`config.mk`:
```
export PLATFORM = sky130hd
export DESIGN_NAME = axis_upsizer
export DESIGN_NICKNAME = d
export VERILOG_FILES = /design/src/rtl/axis_pkg.sv /design/src/rtl/axis_upsizer.sv
export SDC_FILE = /design/constraint.sdc
export NUM_CORES = 1
export LEC_CHECK = 0
export CORE_UTILIZATION = 45
export CTS_CLUSTER_SIZE = 20
export DETAILED_ROUTE_END_ITERATION = 8
export PLACE_DENSITY = 0.8
export SETUP_SLACK_MARGIN = 0.5
export SYNTH_ARGS = -nofsm -noshare
export SYNTH_HDL_FRONTEND = slang
export SYNTH_SLANG_ARGS = --single-unit
```
`constraint.sdc`:
```
create_clock -name clk -period 4.2 [get_ports clk]
set_input_delay 0.84 -clock clk [delete_from_list [all_inputs] [get_ports clk]]
set_output_delay 0.84 -clock clk [all_outputs]
set_load 0.005 [all_outputs]
```
`src/rtl/axis_pkg.sv`:
```
// rtl/axis_pkg.sv - shared AXI-Stream width and lane-mask helpers
package axis_pkg;

    // Counter width for a lane index 0..ratio-1, never narrower than one bit.
    function automatic int cnt_width(input int ratio);
        int w;
        w = $clog2(ratio);
        return (w < 1) ? 1 : w;
    endfunction

    // One bit of the "lanes 0..last_lane set" keep mask.
    function automatic logic lane_mask_bit(input int lane, input int last_lane);
        return (lane <= last_lane);
    endfunction

endpackage

```
`src/rtl/axis_upsizer.sv`:
```
// rtl/axis_upsizer.sv - packs RATIO narrow AXI-Stream beats into one wide beat
module axis_upsizer
    import axis_pkg::*;
#(
    parameter int DATA_WIDTH = 8,
    parameter int RATIO      = 4
) (
    input  logic                          clk,
    input  logic                          rst,
    input  logic [DATA_WIDTH-1:0]         s_tdata,
    input  logic                          s_tvalid,
    output logic                          s_tready,
    input  logic                          s_tlast,
    output logic [DATA_WIDTH*RATIO-1:0]   m_tdata,
    output logic [RATIO-1:0]              m_tkeep,
    output logic                          m_tlast,
    output logic                          m_tvalid,
    input  logic                          m_tready
);

    localparam int CW = cnt_width(RATIO);
    localparam int WW = DATA_WIDTH * RATIO;

    generate
        if (RATIO < 2) begin : g_bad_ratio
            $error("axis_upsizer: RATIO must be >= 2");
        end
    endgenerate

    logic [CW-1:0]    cnt_q, cnt_d;
    logic [WW-1:0]    acc_q, acc_d;
    logic [WW-1:0]    m_tdata_q, m_tdata_d;
    logic [RATIO-1:0] m_tkeep_q, m_tkeep_d;
    logic             m_tlast_q, m_tlast_d;
    logic             m_tvalid_q, m_tvalid_d;

    logic             accept;
    logic             complete;
    logic [WW-1:0]    merged;
    logic [RATIO-1:0] keep_new;

    // Input is taken only when the output register is empty or draining this cycle.
    assign s_tready = rst && (!m_tvalid_q || m_tready);
    assign accept   = s_tvalid && s_tready;

    assign m_tdata  = m_tdata_q;
    assign m_tkeep  = m_tkeep_q;
    assign m_tlast  = m_tlast_q;
    assign m_tvalid = m_tvalid_q;

    // Next state: merge the current beat into lane cnt, emit on full word or tlast.
    always_comb begin
        merged   = acc_q;
        keep_new = '0;
        for (int i = 0; i < RATIO; i++) begin
            if (CW'(i) == cnt_q) begin
                merged[i*DATA_WIDTH +: DATA_WIDTH] = s_tdata;
            end
            keep_new[i] = lane_mask_bit(i, int'(cnt_q));
        end
        complete = accept && ((cnt_q == CW'(RATIO - 1)) || s_tlast);

        cnt_d      = cnt_q;
        acc_d      = acc_q;
        m_tdata_d  = m_tdata_q;
        m_tkeep_d  = m_tkeep_q;
        m_tlast_d  = m_tlast_q;
        m_tvalid_d = m_tvalid_q;

        if (m_tvalid_q && m_tready) begin
            m_tvalid_d = 1'b0;
        end

        if (complete) begin
            // Accumulator is cleared after every word, so unfilled lanes are already 0.
            m_tvalid_d = 1'b1;
            m_tdata_d  = merged;
            m_tkeep_d  = keep_new;
            m_tlast_d  = s_tlast;
            cnt_d      = '0;
            acc_d      = '0;
        end else if (accept) begin
            cnt_d = cnt_q + CW'(1);
            acc_d = merged;
        end
    end

    // State registers; reset drops any partial word.
    always_ff @(posedge clk) begin
        if (!rst) begin
            cnt_q      <= '0;
            acc_q      <= '0;
            m_tdata_q  <= '0;
            m_tkeep_q  <= '0;
            m_tlast_q  <= 1'b0;
            m_tvalid_q <= 1'b0;
        end else begin
            cnt_q      <= cnt_d;
            acc_q      <= acc_d;
            m_tdata_q  <= m_tdata_d;
            m_tkeep_q  <= m_tkeep_d;
            m_tlast_q  <= m_tlast_d;
            m_tvalid_q <= m_tvalid_d;
        end
    end

endmodule

```
==> flow_summary.ini <==
[power]
p_clk_share_pct = 39.6
p_int_mw = 1.058
power_density_nw_per_um2 = 357.9
irDropWorstVdd_uv = 292.4
swShare_pct = 24.65
seqPwrFrac_pct = 50.3
combPwrFrac_pct = 10.2
power_mw = 1.404
p_sw_mw = 0.3461
leakagePower_nw = 1.232

[synthesis]
yosysWarningCount = 0
synth_edf_count = 0
synthCells = 319
synthArstFlopShare_pct = 0
netlist_area_sq_um = 3279
synth_flop_cell = dfxtp_1
syn_avg_cell_area_sq_um = 10.28
yosys.cell_types.count = 34
synth_fp_nets = 337
synth-seq-area-share_pct = 43.95
ys_ff_latch = 72

[cells_and_area]
layout_commonest_cell = dfxtp_1
final_nets = 362
insertedDiodeCount = 0
fillers = 629
multi_input_area_sq_um = 1573
mostFrequentLayoutCells = dfxtp_1, clkdlybuf4s50_1, o31ai_1, mux2i_1, nand4_1
fin_util_pct = 56.79
drive_gt1_share_pct = 12.89
area_growth_pct = 19.61
ff_latch_area_sq_um = 1441

[critical_path]
cp.required_ps = 3360
cp-start-kind = input port
regToRegSetupSlack_ps = 1810
crit_fanout = 12
r2r_cells = 5
crit_arrival_ps = 2330
max_stage_delay_ps = 530
critPathMostFrequentCell = clkdlybuf4s50_1
critPathKind = in -> out
worstReg2RegStart = cnt_q[1]
endpoint_kind = output port
path_cells = clkdlybuf4s50_1 > inv_1 > nor2_1 > clkdlybuf4s50_1
worstReg2RegEnd = m_tdata[15]
cp_slowest_cell = clkdlybuf4s50_1

[sta]
min_period_over_period_pct = 75.55
fin_crit_ps = 3173
rsz0062_at_grt = no
setup_viol = 0
final.setup.tns_ps = 0
fmax_mhz = 315.1
hold_violations = 0
whs_ps = 464.4
worst_pin_slew_ps = 999.6
final_max_slew_viol_count = 0
slew_headroom_pct = 33.36
fin_skew_ps = 11.89

[grt]
overflow = 0
grt_usage_pct = 22.84
grt_pass1_wl_mm = 13.33
antenna_found_initial = 0
grt_max_degree = 42
grt_pass1_vias = 2586

[hold_path]
hold_end = m_tdata[25]
hold_depth = 1
hp-start = m_tdata[25]
hold_path_class = reg -> reg

[floorplanning]
io_pins = 52
core_area_sq_um = 6907
die-area_sq_um = 7633
row_count = 30
initial_core_util_pct = 47.48
die_w_um = 87.37
die_y_um = 87.37

[routing]
routedWlPerCell_um = 17.92
via_per_inst = 6.067
num_vias = 2700
drt_iter0_drc = 276
ant_nets = 0
drc = 0
drt-total-wl_mm = 7.976
dr.pass1.iters = 5

[clock_tree]
cts_buffers = 9
cts.hold.buffers_added = 0
cts_max_level = 3
post_cts_resized = 0
cts_tree = built
cts_setup_buffers = 0
clock_path_buffers = 2
clk_pin_slew_worst_paths_ps = 70
cts.sinks = 72
clk_latency_ps = 350
clock-root-buffer = clkbuf_8

[run]
cap_violations = 0

[place]
dp.final_hpwl_mm = 4.779
gp_congestion = 0.7830
port_buffers = 51

[run_status]
outcome = finished, final reports clean
worst max-delay path by stage:
stage	slack (ps)	startpoint	cells past startpoint	to
global route	940	rst	4	s_tready
global placement	1070	rst	4	s_tready
CTS	1040	rst	4	s_tready
detailed placement	1020	m_tready	5	m_tdata[8]
finish	1030	rst	4	s_tready
floorplan	2030	rst	3	s_tready
registers in the layout, indices dropped and copies added, names as in the netlist:
signal / cells
m_tdata: 32
cnt_q: 2
m_tkeep: 4
m_tvalid: 1
acc_q: 32
m_tlast: 1
Yosys cell counts (9+ instances only):
library cell   n  share of area (%)
a21oi_2       11                2.9
o31ai_1       33                7.6
o2bb2ai_2     10                4.6
dfxtp_1       72                 44
a21oi_1       25                3.8
clkbuf_1      19                2.2
buf_1          9                1.0
o2bb2ai_1     17                4.5
mux2i_1       32                9.8
nand4_1       32                6.1
metal layers:
layer | wire [um] | GRT usage (%) | up-vias
met4 | 161 | 8.048 | 0
li1 | - | - | 1270
met5 | 0 | 0 | -
met3 | 497 | 6.445 | 17
met2 | 3642 | 36.08 | 112
met1 | 3674 | 29.83 | 1301
cell type report:
| cell class | count | share of cell area, % |
|---|---|---|
| inverter | 7 | 0.6699 |
| tap | 96 | 3.062 |
| clock buffer | 13 | 4.051 |
| timing repair buffer | 58 | 14.35 |
| multi-input combinational | 196 | 40.10 |
| clock inverter | 3 | 1.021 |
| sequential | 72 | 36.75 |
metrics by stage:
stage	std cells	cell area, sq um	setup slack (ps)
4_1_cts	445	3923	1039
5_1_grt	445	3923	939.7
3_3_place_gp	429	3724	1068
2_1_floorplan	319	3279	2027
6_report	445	3923	1027
3_5_place_dp	429	3724	1016
critical path, delay by kind of cell:
family | cells | cell delay (ps)
and+or+nand+nor | 1 | 220
buffers and inverters | 3 | 1270
cells by family after synthesis:
kind of cell	count (synthesis)	synth area share (%)
AO/OA/AOI/OAI	116	28.16
adder cells (fa/ha/maj)	5	1.908
buffers and inverters	51	8.165
flip-flops	72	43.95
multiplexers	32	9.767
AND/OR/NAND/NOR	43	8.051
power by group through the flow:
| stage | logic, mW | clock network, mW | registers [mW] |
|---|---|---|---|
| floorplan | 0.0947 | 0 | 0.721 |
| global placement | 0.138 | 0 | 0.721 |
| detailed placement | 0.141 | 0 | 0.721 |
| CTS | 0.141 | 0.562 | 0.706 |
| global route | 0.154 | 0.591 | 0.707 |
| finish | 0.143 | 0.555 | 0.706 |
(Power assumes the default switching activity.)
